File: src/rtl/uart_crypto_bridge_pkg.sv
// ---------------------------------------------------------------------------
// uart_crypto_bridge_pkg
// Shared definitions for the UART-to-cipher bridge: the controller state
// enumeration and the single-byte command/response codes of the serial
// protocol.
// ---------------------------------------------------------------------------
package uart_crypto_bridge_pkg;

   typedef enum logic [2:0] {
      S_IDLE    = 3'd0,
      S_RX_KEY  = 3'd1,
      S_RX_DATA = 3'd2,
      S_RUN     = 3'd3,
      S_TX      = 3'd4,
      S_REPLY   = 3'd5
   } state_e;

   localparam logic [7:0] CMD_KEY = 8'h4B;  // 'K' load key
   localparam logic [7:0] CMD_ENC = 8'h45;  // 'E' encrypt payload
   localparam logic [7:0] CMD_DEC = 8'h44;  // 'D' decrypt payload
   localparam logic [7:0] RSP_ACK = 8'h06;
   localparam logic [7:0] RSP_NAK = 8'h15;

endpackage

File: src/rtl/uart_crypto_bridge_heartbeat.sv
// ---------------------------------------------------------------------------
// heartbeat_counter
// Free-running divider that toggles led_o once every HEARTBEAT_CYCLES clocks.
// The counter runs 0..HEARTBEAT_CYCLES-1 and the LED flips on the wrap.
// Ports:
//   clk_i   clock
//   rst_ni  asynchronous active-low reset (counter and LED to 0)
//   led_o   heartbeat output
// ---------------------------------------------------------------------------
module heartbeat_counter #(
   parameter int HEARTBEAT_CYCLES = 6000000
) (
   input  logic clk_i,
   input  logic rst_ni,
   output logic led_o
);

   localparam int CW = (HEARTBEAT_CYCLES > 1) ? $clog2(HEARTBEAT_CYCLES) : 1;
   localparam logic [CW-1:0] LAST = CW'(HEARTBEAT_CYCLES - 1);

   logic [CW-1:0] cnt_q, cnt_d;
   logic          led_q, led_d;

   always_comb begin
      cnt_d = cnt_q + 1'b1;
      led_d = led_q;
      if (cnt_q == LAST) begin
         cnt_d = '0;
         led_d = ~led_q;
      end
   end

   always_ff @(posedge clk_i or negedge rst_ni) begin
      if (!rst_ni) begin
         cnt_q <= '0;
         led_q <= 1'b0;
      end else begin
         cnt_q <= cnt_d;
         led_q <= led_d;
      end
   end

   assign led_o = led_q;

endmodule

File: src/rtl/uart_crypto_bridge.sv
// ---------------------------------------------------------------------------
// uart_crypto_bridge
// Byte-oriented command front end for a block cipher core. A command byte
// ('K' key, 'E' encrypt, 'D' decrypt) is followed by BLOCK_BYTES payload
// bytes. Keys are acknowledged with ACK; payloads are sent to the core and
// the result is streamed back MSB byte first. Bad commands, or data with no
// key loaded, get a NAK.
// Ports:
//   CLK, RST_N            clock, asynchronous active-low reset
//   rx_ready, rx_data     received-byte strobe and byte
//   tx_ready              transmitter idle
//   tx_data, tx_enable    byte to send, one-cycle send request
//   core_start            one-cycle start pulse to the cipher core
//   core_decrypt          direction, held from start until done
//   core_key, core_din    stored key and payload (first byte in MSBs)
//   core_done, core_dout  result strobe and result block
//   LED                   {0000, running, err, key_valid, heartbeat}
//   dbg_state             current controller state, for observation
// Transmit handshake: tx_enable is raised only in a cycle where tx_ready is
// high, tx_data is valid in that same cycle, and the cycle following each
// pulse never carries another pulse so the UART can drop tx_ready.
// ---------------------------------------------------------------------------
module uart_crypto_bridge
   import uart_crypto_bridge_pkg::*;
#(
   parameter int BLOCK_BYTES      = 16,
   parameter int HEARTBEAT_CYCLES = 6000000,
   parameter int TIMEOUT_CYCLES   = 1000000
) (
   input  logic                     CLK,
   input  logic                     RST_N,
   input  logic                     rx_ready,
   input  logic [7:0]               rx_data,
   input  logic                     tx_ready,
   output logic [7:0]               tx_data,
   output logic                     tx_enable,
   output logic                     core_start,
   output logic                     core_decrypt,
   output logic [8*BLOCK_BYTES-1:0] core_key,
   output logic [8*BLOCK_BYTES-1:0] core_din,
   input  logic                     core_done,
   input  logic [8*BLOCK_BYTES-1:0] core_dout,
   output logic [7:0]               LED,
   output state_e                   dbg_state
);

   localparam int BW = 8 * BLOCK_BYTES;
   localparam int CW = $clog2(BLOCK_BYTES + 1);
   localparam int TW = $clog2(TIMEOUT_CYCLES + 1);
   localparam logic [CW-1:0] LAST_BYTE = CW'(BLOCK_BYTES - 1);
   localparam logic [TW-1:0] TOUT_LAST = TW'(TIMEOUT_CYCLES - 1);

   state_e        state_q, state_d;
   logic [CW-1:0] cnt_q, cnt_d;
   logic [TW-1:0] tout_q, tout_d;
   logic [BW-1:0] rx_sh_q, rx_sh_d;
   logic [BW-1:0] key_q, key_d;
   logic [BW-1:0] din_q, din_d;
   logic [BW-1:0] tx_sh_q, tx_sh_d;
   logic          key_valid_q, key_valid_d;
   logic          err_q, err_d;
   logic          dec_q, dec_d;
   logic          gap_q, gap_d;
   logic          start_q, start_d;
   logic          hb_led;
   logic [BW-1:0] rx_next;

   // Single-byte responses sit in the top byte of the transmit shift register.
   function automatic logic [BW-1:0] reply_word(input logic [7:0] b);
      return BW'(b) << (BW - 8);
   endfunction

   // Incoming byte enters at the LSB end so the first byte ends up in the MSBs.
   assign rx_next = BW'({rx_sh_q, rx_data});

   assign tx_data   = tx_sh_q[BW-1 -: 8];
   assign tx_enable = ((state_q == S_TX) || (state_q == S_REPLY)) && tx_ready && !gap_q;

   always_comb begin
      state_d     = state_q;
      cnt_d       = cnt_q;
      tout_d      = tout_q;
      rx_sh_d     = rx_sh_q;
      key_d       = key_q;
      din_d       = din_q;
      tx_sh_d     = tx_sh_q;
      key_valid_d = key_valid_q;
      err_d       = err_q;
      dec_d       = dec_q;
      gap_d       = tx_enable;
      start_d     = 1'b0;

      unique case (state_q)
         S_IDLE: begin
            cnt_d  = '0;
            tout_d = '0;
            if (rx_ready) begin
               unique case (rx_data)
                  CMD_KEY: state_d = S_RX_KEY;
                  CMD_ENC: begin
                     state_d = S_RX_DATA;
                     dec_d   = 1'b0;
                  end
                  CMD_DEC: begin
                     state_d = S_RX_DATA;
                     dec_d   = 1'b1;
                  end
                  default: begin
                     tx_sh_d = reply_word(RSP_NAK);
                     state_d = S_REPLY;
                  end
               endcase
            end
         end

         S_RX_KEY, S_RX_DATA: begin
            // A byte arriving on the expiry cycle wins over the timeout.
            if (rx_ready) begin
               rx_sh_d = rx_next;
               tout_d  = '0;
               if (cnt_q == LAST_BYTE) begin
                  cnt_d = '0;
                  if (state_q == S_RX_KEY) begin
                     // Key register only changes here, on a complete block.
                     key_d       = rx_next;
                     key_valid_d = 1'b1;
                     tx_sh_d     = reply_word(RSP_ACK);
                     state_d     = S_REPLY;
                  end else begin
                     din_d = rx_next;
                     if (key_valid_q) begin
                        start_d = 1'b1;
                        state_d = S_RUN;
                     end else begin
                        tx_sh_d = reply_word(RSP_NAK);
                        state_d = S_REPLY;
                     end
                  end
               end else begin
                  cnt_d = cnt_q + 1'b1;
               end
            end else if (tout_q == TOUT_LAST) begin
               err_d   = 1'b1;
               cnt_d   = '0;
               tout_d  = '0;
               rx_sh_d = '0;
               state_d = S_IDLE;
            end else begin
               tout_d = tout_q + 1'b1;
            end
         end

         S_RUN: begin
            if (rx_ready) err_d = 1'b1;
            if (core_done) begin
               tx_sh_d = core_dout;
               cnt_d   = '0;
               state_d = S_TX;
            end
         end

         S_TX: begin
            if (rx_ready) err_d = 1'b1;
            if (tx_enable) begin
               tx_sh_d = BW'({tx_sh_q, 8'h00});
               if (cnt_q == LAST_BYTE) begin
                  cnt_d   = '0;
                  state_d = S_IDLE;
               end else begin
                  cnt_d = cnt_q + 1'b1;
               end
            end
         end

         S_REPLY: begin
            if (rx_ready) err_d = 1'b1;
            if (tx_enable) begin
               tx_sh_d = '0;
               state_d = S_IDLE;
            end
         end

         default: state_d = S_IDLE;
      endcase
   end

   always_ff @(posedge CLK or negedge RST_N) begin
      if (!RST_N) begin
         state_q     <= S_IDLE;
         cnt_q       <= '0;
         tout_q      <= '0;
         rx_sh_q     <= '0;
         key_q       <= '0;
         din_q       <= '0;
         tx_sh_q     <= '0;
         key_valid_q <= 1'b0;
         err_q       <= 1'b0;
         dec_q       <= 1'b0;
         gap_q       <= 1'b0;
         start_q     <= 1'b0;
      end else begin
         state_q     <= state_d;
         cnt_q       <= cnt_d;
         tout_q      <= tout_d;
         rx_sh_q     <= rx_sh_d;
         key_q       <= key_d;
         din_q       <= din_d;
         tx_sh_q     <= tx_sh_d;
         key_valid_q <= key_valid_d;
         err_q       <= err_d;
         dec_q       <= dec_d;
         gap_q       <= gap_d;
         start_q     <= start_d;
      end
   end

   heartbeat_counter #(
      .HEARTBEAT_CYCLES(HEARTBEAT_CYCLES)
   ) u_heartbeat (
      .clk_i (CLK),
      .rst_ni(RST_N),
      .led_o (hb_led)
   );

   assign core_start   = start_q;
   assign core_decrypt = dec_q;
   assign core_key     = key_q;
   assign core_din     = din_q;
   assign dbg_state    = state_q;
   assign LED          = {4'b0000, (state_q == S_RUN), err_q, key_valid_q, hb_led};

endmodule

File: config.mk
export PLATFORM = sky130hd
export DESIGN_NAME = uart_crypto_bridge
export DESIGN_NICKNAME = d
export VERILOG_FILES = /design/src/rtl/uart_crypto_bridge_pkg.sv /design/src/rtl/uart_crypto_bridge_heartbeat.sv /design/src/rtl/uart_crypto_bridge.sv
export SDC_FILE = /design/constraint.sdc
export NUM_CORES = 1
export LEC_CHECK = 0
export ABC_CLOCK_PERIOD_IN_PS = 2200
export CAP_MARGIN = 10
export CORE_MARGIN = 4
export CORE_UTILIZATION = 47
export DETAILED_ROUTE_END_ITERATION = 8
export PLACE_DENSITY_LB_ADDON = 0.25
export RECOVER_POWER = 100
export SYNTH_ARGS = -nofsm -noshare
export SYNTH_HDL_FRONTEND = slang
export SYNTH_SLANG_ARGS = --single-unit
File: constraint.sdc
create_clock -name CLK -period 2.2 [get_ports CLK]
set_clock_uncertainty 0.1 [all_clocks]
set_input_delay 0.44 -clock CLK [delete_from_list [all_inputs] [get_ports CLK]]
set_output_delay 0.44 -clock CLK [all_outputs]
set_load 0.005 [all_outputs]
Yosys cells after proc, flatten, opt, wreduce, memory -nomap -nowiden

Cells that the tools add are included.

Output and inout port bits: 278
Input bits: 141
Flip-flop bits (word level): 561

Eq/ne operators: 25
Add/subtract/negate cells: 3
Bitwise gates (word level): 2
Mux-type cells: 44
Reductions and logical operators: 23

Operators with widths:

| operator                | number |
|---|---|
| $mux W128               | 9 |
| $pmux W128 S5           | 1 |
| $mux W120               | 2 |
| $mux W20                | 2 |
| $pmux W20 S2            | 1 |
| $mux W3                 | 10 |
| $mux W5                 | 5 |
| $eq A8 B7 Y1 const B    | 3 |
| $add A23 B1 Y23 const B | 1 |
| $eq A23 B23 Y1 const B  | 1 |
| $mux W23                | 1 |
| $add A20 B1 Y20 const B | 1 |
| $eq A20 B20 Y1 const B  | 1 |
| $pmux W5 S4             | 1 |
| $ne A2 B2 Y1 const B    | 9 |
| $reduce_and A4 Y1       | 4 |
| $pmux W3 S5             | 1 |
| $ne A3 B3 Y1 const B    | 3 |
| $reduce_and A9 Y1       | 1 |
| $mux W1                 | 8 |
| $reduce_bool A2 Y1      | 4 |
| $reduce_and A7 Y1       | 1 |
| $eq A3 B2 Y1 const B    | 2 |
| $eq A3 B3 Y1 const B    | 2 |
| 17 further kinds        | 23 |

Logic depth before layout (Yosys ltp)

Gate-level depths: netlist (run 1).

Depth after elaboration: 6
Gate-level depth with buffers: 9
Mapped depth without buffers: 6

Hierarchy

Synthesis (run 1) repeated with hierarchy kept, for this count alone.

Cell total of the unflattened synthesis: 1622
Area total of the unflattened synthesis: 22999.6 um^2

Modules (own cells, without submodules):

| module             | seq. area each (um^2) | instances | area each (um^2) | cells an instance |
|---|---|---|---|---|
| uart_crypto_bridge | 13437.9               | 1         | 21762.1          | 1509 |
| heartbeat_counter  | 600.6                 | 1         | 1237.4           | 113 |

Least setup slack after synthesis (run 1)

No wires, ideal clock.

Path kind: reg2reg
From: register cnt_q[0]
To: register tx_sh_q[117]
Data arrival time: 1.969 ns
Path slack: 0.004 ns
Setup time: 0.127 ns
Stages on the path, launching flop included: 10
Clock period less this slack: 2.196 ns
Cell sequence: dfrtp_1 -> ha_1 -> and4b_1 -> clkbuf_1 -> a211o_1 -> o41ai_2 -> nor3_2 -> buf_4 -> buf_6 -> mux2_1

Longest elaborated chain between the ends: 3

RTL lines:

| element                            | RTL line                  | source |
|---|---|---|
| start, declared                    | uart_crypto_bridge.sv:54  | `logic [CW-1:0] cnt_q, cnt_d;` |
| start signal, assigned             | uart_crypto_bridge.sv:203 | `cnt_q <= cnt_d;` |
| $eq A5 B4 Y1                       | uart_crypto_bridge.sv:121 | `if (cnt_q == LAST_BYTE) begin` |
| $ne A2 B2 Y1 (no source line)      | n/a                       |  |
| $reduce_and A9 Y1 (no source line) | n/a                       |  |
| end signal, assigned               | uart_crypto_bridge.sv:208 | `tx_sh_q <= tx_sh_d;` |
| end, declared                      | uart_crypto_bridge.sv:59  | `logic [BW-1:0] tx_sh_q, tx_sh_d;` |

No other way between the ends.
A chain may end at the register's enable or synchronous reset.

Worst setup path after layout (run 1)

From: register cnt_q[0]
To: register tx_sh_q[22]

The elaborated chain is that of the path after synthesis.

==> results of run 1 <==
power by group through the flow:
| stage | clock, mW | combinational [mW] | sequential, mW |
|---|---|---|---|
| 2_1_floorplan | 0 | 3.94 | 11.9 |
| 3_3_place_gp | 0 | 5.78 | 12.3 |
| 3_5_place_dp | 0 | 5.92 | 12.3 |
| 4_1_cts | 9.63 | 6.75 | 12.2 |
| 5_1_grt | 10.1 | 7.62 | 12.3 |
| 6_report | 9.43 | 7.15 | 12.2 |
per-stage QoR:
stage | power [mW] | hold WS, ns | setup TNS (ns) | instance area, sq um
floorplan | 15.8 | 0.0444 | 0 | 22900
global placement | 18.1 | 0.353 | -124.74 | 28600
detailed placement | 18.3 | 0.357 | -131.27 | 28600
CTS | 28.6 | 0.265 | -4.26 | 30700
global route | 30.0 | 0.283 | -9.91 | 30800
finish | 28.8 | 0.302 | -2.82 | 30800
worst max-delay path: stages, from the launching register on:
cell,delay (ns)
dfrtp_1,0.39
ha_2,0.19
and4b_2,0.24
a211o_1,0.31
o41ai_2,0.07
nor3_4,0.09
buf_12,0.18
buf_12,0.14
buf_16,0.13
mux2_1,0.31
registers in the layout (all words and copies together) (netlist names):
register / cells
key_valid_q: 1
tx_sh_q: 128
cnt_q: 5
u_heartbeat.led_o: 1
tout_q: 20
gap_q: 1
dbg_state: 3
core_key: 128
u_heartbeat.cnt_q: 23
rx_sh_q: 120
core_start: 1
core_decrypt: 1
core_din: 128
err_q: 1
logic make-up (layout without fill, tap and decap cells):
logic type / after synthesis / count (layout) / synth area share, %
compound gates: 324 / 324 / 11.5
xor+xnor: 18 / 18 / 0.689
fa+ha+maj: 3 / 3 / 0.164
buf+inv: 146 / 682 / 3.40
flops: 561 / 561 / 61.3
mux: 388 / 388 / 19.0
other cells: 1 / 7 / 0.0164
simple gates: 164 / 164 / 3.87
per-layer routing:
layer  GRT usage, %  vias to the layer above  wire [um]
li1               -                     6933          -
met1           29.6                     8076      25700
met2           37.7                      409      30700
met3           7.18                       83       4500
met4           6.87                        0       1360
met5              0                        -          0
how the worst max path moves through the flow:
stage                         startpoint                  endpoint  slack, ns  cells past startpoint
global route        cnt_q[1]$_DFFE_PN0P_   tx_sh_q[22]$_DFFE_PN0P_      -0.15                      9
floorplan           cnt_q[0]$_DFFE_PN0P_  tx_sh_q[117]$_DFFE_PN0P_      0.004                      9
CTS                 cnt_q[0]$_DFFE_PN0P_   tx_sh_q[55]$_DFFE_PN0P_       -0.1                      9
detailed placement            rx_data[2]  tx_sh_q[104]$_DFFE_PN0P_      -0.69                      8
global placement              rx_data[2]   tx_sh_q[12]$_DFFE_PN0P_      -0.67                      8
finish              cnt_q[0]$_DFFE_PN0P_   tx_sh_q[22]$_DFFE_PN0P_      -0.09                      9
cells in the mapped netlist (3+ instances only):
cell type,instances
a31oi_1,15
a41oi_1,3
and3_1,12
buf_4,18
mux2_2,267
nor2_1,33
nand3_1,23
nor4_1,3
o22ai_1,3
buf_6,13
nand2b_1,8
nand2_1,40
nor3_1,6
buf_2,52
a22o_1,238
nand4_1,10
xor2_1,10
mux2i_1,14
nor3b_1,4
ha_1,3
dfrtp_1,561
nor2b_1,5
xnor2_1,8
inv_1,19
buf_1,4
a21oi_1,22
o21ai_0,17
mux2_1,107
nor4bb_1,3
a21o_1,3
clkbuf_1,38
cells in the final DEF, fill, tap and decap left out, types with 19 or more instances in the layout:
master / synthesis / final
a21oi_1: 22 / 22
mux2_4: 0 / 49
a22o_1: 238 / 238
nand3_1: 23 / 22
nor2_1: 33 / 32
clkbuf_16: 0 / 60
nand2_1: 40 / 39
clkdlybuf4s50_1: 0 / 408
buf_4: 18 / 88
mux2_1: 107 / 62
clkbuf_1: 38 / 19
buf_12: 0 / 23
dfrtp_1: 561 / 559
mux2_2: 267 / 263
inv_1: 19 / 19
area by class of cell:
| class | instances | area, sq um |
|---|---|---|
| Timing Repair Buffer | 569 | 5760 |
| Fill cell | 3528 | 17100 |
| Tap cell | 615 | 769 |
| Multi-Input combinational cell | 901 | 8340 |
| Inverter | 21 | 86.3 |
| Clock buffer | 79 | 1630 |
| Clock inverter | 13 | 165 |
| Sequential cell | 561 | 14000 |
| Antenna cell | 3 | 7.51 |
repair_timing:
item / CTS / global route
gates cloned: 3 / 3
pin swaps: 2 / 10
buffers inserted: 14 / 7
hold buffers: 1 / 0
setup endpoints to repair: 126 / 426
endpoints found under the hold margin: 32 / 0
resized for setup: 39 / 52
==> flow_summary_export.csv, run 1 <==
group,metric,value,unit
outcome,status,"finished, violations left",
outcome,violations,"negative setup slack",
cts,root_buffer,"clkbuf_16",
grt,grt_use_total,23.0,%
min_path,hold_start,"core_dout[2]",
worst_setup_path,cp-start-kind,"flop",
place,routabilityCongestion,0.817,
routing,drt-total-wl,62.3,mm
timing,worst_pin_slew,0.891,ns
grt,grt_pass1_vias,16286,
worst_setup_path,criticalPathCategory,"flop to flop",
floorplan,die_y,229,um
routing,via_per_inst,5.61,
timing,relSlewSlack,40.6,%
finish,nNetsFinal,2254,
power_and_ir_drop,switching_share,29.1,%
grt,antenna_found_initial,3,
floorplan,boundaryPins,419,
place,numPortBuffers,414,
cts,cts_max_level,2,
synthesis,synth_edf_count,0,
routing,wl_per_cell,22.5,um
power_and_ir_drop,p_int,20.4,mW
floorplan,initial_core_util,47.8,%
power_and_ir_drop,seqPwrFrac,42.4,%
synthesis,ys_ff_latch,561,
floorplan,die_area,52300,sq um
synthesis,syn-instance-count,1605,
cts,clock_latency,0.60,ns
place,post-place-cells,2640,
finish,area_delta_synth_final,34.5,%
cts,cts_inserted_buffers,56,
synthesis,mappedNetlistArea,22900,sq um
floorplan,rows,80,
place,place_ws,-0.685,ns
floorplan,core,47900,sq um
synthesis,async_reset_ff_share,100,%
synthesis,synth_cell_types,63,
place,dp_hpwl,43.0,mm
synthesis,synth_warnings,0,
routing,ant_nets,0,
synthesis,syn_area_per_cell,14.3,sq um
synthesis,synth_top_area_share,61.3,%
timing,rsz0062_at_grt,"yes",
cts,path_clk_slew,0.06,ns
worst_setup_path,worstPathRequired,2.58,ns
synthesis,yosysTopAreaCell,"dfrtp_1",
grt,grt_max_degree,73,
timing,final_max_slew_viol_count,0,
routing,drc_errors,0,
cts,cts_sinks,561,
finish,drive_gt1_share,26.3,%
routing,first_pass_iters,4,
synthesis,yosys-top-cells-area,"dfrtp_1, mux2_2, a22o_1",
floorplan,die_w,229,um
timing,hold_violations,0,
cts,cts_tree,"built",
power_and_ir_drop,ir_drop,0.000651,V
power_and_ir_drop,cellPowerDensity,934,nW/um^2
grt,grt_pass1_wl,96.1,mm
power_and_ir_drop,p_clk_share,32.8,%
routing,num_vias,15501,
worst_setup_path,cp-end-kind,"flop",
cts,clockBufferDepth,3,
grt,overflow,0,
finish,fin_cells,2762,
min_path,hold_path_depth,3,
power_and_ir_drop,switchingPower,8.38,mW
min_path,hold_path_class,"input pin to flop",
timing,setup_viol,77,
worst_setup_path,arrival,2.67,ns
power_and_ir_drop,comb_power_share,24.8,%
timing,finalCritPeriodShare,104,%
run,cap_viol_max_count,0,
worst_setup_path,reg2reg_to,"tx_sh_q[22]$_DFFE_PN0P_",
min_path,min_to,"tx_sh_q[2]$_DFFE_PN0P_",
routing,initialDrtViolationCount,1001,
worst_setup_path,r2r.worst_path.cells,9,
synthesis,synth_flop_cell,"dfrtp_1",
timing,fmax,437,MHz
finish,utilization,64.2,%
worst_setup_path,worstReg2RegStart,"cnt_q[0]$_DFFE_PN0P_",
timing,worst_slack,-0.0865,ns
synthesis,synth-seq-area-share,61.3,%
power_and_ir_drop,leakagePower,14.9,nW
worst_setup_path,r2r_setup_slack,-0.09,ns
timing,period_needed,2.29,ns
worst_setup_path,cp_max_fo,8,
No activity file was read; power rests on OpenSTA's default activity.
==> run 2, diff against run 1 <==
GPL_ROUTABILITY_DRIVEN = 0   (was not set)
PLACE_DENSITY = 0.76   (was not set)
PLACE_DENSITY_LB_ADDON = not set   (was 0.25)
==> run 2 against run 1 <==
Compared with the run above: the run still ends with negative setup slack left; fmax is 0.87% lower; sequential share of layout area fell by 0.98 points; clock power grew 9%; critical path type is now input pin to flop; first-iteration DRC count is 4.7% higher; core utilization up 1.4 points; via count grew 2.9%; register-to-register slack about the same; total power increased by 4.7%; non-clock buffer count up 17; global-route usage is 0.20 points higher; cell count rose by 0.98%.
==> flow_summary_export.csv, run 2 (synthesis gave the netlist of run 1 again) <==
group,metric,value,unit
run,cap_viol_max_count,0,
cts,root_buffer,"clkbuf_16",
floorplan,die_w,229,um
min_path,min_to,"tx_sh_q[7]$_DFFE_PN0P_",
floorplan,boundaryPins,419,
min_path,hold_path_depth,3,
cts,clockBufferDepth,3,
worst_setup_path,criticalPathCategory,"input pin to flop",
worst_setup_path,cp_cell_sequence,"clkdlybuf4s50_1 -> and4b_1 -> o21ai_2 -> buf_4 -> o41ai_4 -> nor3_4 -> buf_4 -> buf_16 -> buf_4 -> mux2_1",
power_and_ir_drop,leakagePower,15.3,nW
cts,path_clk_slew,0.06,ns
worst_setup_path,reg2reg_to,"tx_sh_q[90]$_DFFE_PN0P_",
cts,cts_inserted_buffers,57,
worst_setup_path,r2r_setup_slack,-0.10,ns
grt,grt_pass1_vias,16836,
place,dp_hpwl,42.4,mm
routing,first_pass_iters,7,
finish,nNetsFinal,2275,
routing,via_per_inst,5.72,
floorplan,rows,80,
power_and_ir_drop,cellPowerDensity,957,nW/um^2
floorplan,die_y,229,um
routing,ant_nets,0,
timing,finalCritPeriodShare,105,%
timing,hold_violations,0,
worst_setup_path,arrival,2.68,ns
floorplan,core,47900,sq um
worst_setup_path,cp_top_family,"buffers and inverters",
grt,antenna_found_initial,0,
finish,finalInstanceArea,31500,sq um
finish,final_common_cell,"dfrtp_1",
finish,antenna_cells,0,
place,place_ws,-0.820,ns
floorplan,initial_core_util,47.8,%
finish,final_cell_mix,"dfrtp_1, clkdlybuf4s50_1, mux2_2, a22o_1, buf_4",
grt,overflow,0,
timing,fmax,434,MHz
worst_setup_path,max_stage_delay,0.60,ns
routing,drc_errors,0,
place,numPortBuffers,414,
worst_setup_path,critical_path_buf_inv_count,5,
cts,cts_sinks,561,
finish,fin_cells,2789,
finish,drive_gt1_share,27.2,%
worst_setup_path,cp_max_fo,6,
worst_setup_path,worstReg2RegStart,"cnt_q[1]$_DFFE_PN0P_",
worst_setup_path,cp_slowest_cell,"clkdlybuf4s50_1",
timing,relSlewSlack,40.8,%
min_path,hold_start,"core_dout[7]",
grt,grt_max_degree,117,
grt,grt_pass1_wl,97.1,mm
cts,clock_latency,0.61,ns
cts,cts_max_level,2,
place,post-place-cells,2632,
outcome,status,"finished, violations left",
grt,grt_use_total,23.2,%
timing,worst_slack,-0.106,ns
place,place_area,28500,sq um
timing,period_needed,2.31,ns
worst_setup_path,worst_path_most_repeated_cell,"buf_4",
worst_setup_path,cp-end-kind,"flop",
power_and_ir_drop,ir_drop,0.000754,V
worst_setup_path,r2r.worst_path.cells,9,
timing,rsz0062_at_grt,"yes",
timing,final_max_slew_viol_count,0,
min_path,hold_path_class,"input pin to flop",
floorplan,die_area,52300,sq um
timing,setup_viol,163,
cts,cts_tree,"built",
timing,worst_pin_slew,0.888,ns
routing,num_vias,15951,
worst_setup_path,worstPathRequired,2.57,ns
routing,wl_per_cell,23.5,um
routing,drt-total-wl,65.4,mm
finish,area_delta_synth_final,37.5,%
worst_setup_path,cp-start-kind,"input pin",
routing,initialDrtViolationCount,1048,
outcome,violations,"negative setup slack",
-- run 2: changes by cell type in the layout (fill, tap and decap cells not counted), moves of 5 or more --
| cell | previous run | this run |
|---|---|---|
| buf_6 | 9 | 14 |
| buf_12 | 23 | 28 |
| bufinv_16 | 4 | 9 |
| clkbuf_1 | 19 | 12 |
| mux2_1 | 62 | 87 |
| clkbuf_16 | 60 | 69 |
| mux2_4 | 49 | 23 |
-- run 2: worst reg2reg max path, cell delays in order (launching register included) --
cell and delay [ns]:
dfrtp_1 0.40, ha_2 0.19, and4b_2 0.23, a211o_1 0.34, o41ai_4 0.08, nor3_4 0.08
buf_4 0.16, buf_16 0.13, buf_4 0.16, mux2_1 0.32
-- run 2: routing by layer --
layer	vias to the layer above	GRT usage (%)	part of all wire, %
met1	8290	30.1	41
met3	113	8.31	8.8
met5	-	0	0
met2	565	36.6	47
met4	0	7.83	2.9
li1	6983	-	-
-- run 2: per-stage QoR --
step / hold slack, ns / utilization (%) / setup TNS (ns) / power (mW)
floorplan: 0.0444 / - / 0 / 15.8
global placement: 0.346 / 59.5 / -147.26 / 18.0
detailed placement: 0.354 / 59.5 / -151.44 / 18.2
CTS: 0.273 / 64.4 / -8.34 / 29.4
global route: 0.313 / 65.7 / -31.49 / 31.3
finish: 0.308 / 65.7 / -7.00 / 30.1
-- run 2: how the worst max path moves through the flow --
stage / from / endpoint / slack (ns) / cells past startpoint
3_3_place_gp: rx_data[1] / tx_sh_q[111]$_DFFE_PN0P_ / -0.80 / 9
5_1_grt: cnt_q[1]$_DFFE_PN0P_ / tx_sh_q[116]$_DFFE_PN0P_ / -0.22 / 10
4_1_cts: cnt_q[1]$_DFFE_PN0P_ / tx_sh_q[80]$_DFFE_PN0P_ / -0.13 / 8
3_5_place_dp: rx_data[5] / tx_sh_q[99]$_DFFE_PN0P_ / -0.82 / 9
6_report: rx_data[0] / tx_sh_q[90]$_DFFE_PN0P_ / -0.11 / 10
2_1_floorplan: cnt_q[0]$_DFFE_PN0P_ / tx_sh_q[117]$_DFFE_PN0P_ / 0.004 / 9
-- run 2: power by group --
part | switching [mW] | internal (mW)
Sequential | 1.06 | 11.2
Combinational | 3.64 | 3.96
Clock | 4.09 | 6.22
-- run 2: final cells by class --
type,count,area [sq um]
Multi-Input combinational cell,904,8400
Clock buffer,75,1620
Tap cell,615,769
Clock inverter,27,395
Fill cell,3383,16500
Inverter,21,86.3
Sequential cell,561,14000
Timing Repair Buffer,586,6180
-- run 2: timing repair --
action / in CTS / in global routing
pin swaps: 2 / 8
endpoints found under the hold margin: 40 / 0
endpoints found under the setup margin: 171 / 378
resized for setup: 33 / 62
gates cloned: 4 / 21
setup buffers: 13 / 16
hold buffers: 1 / 0
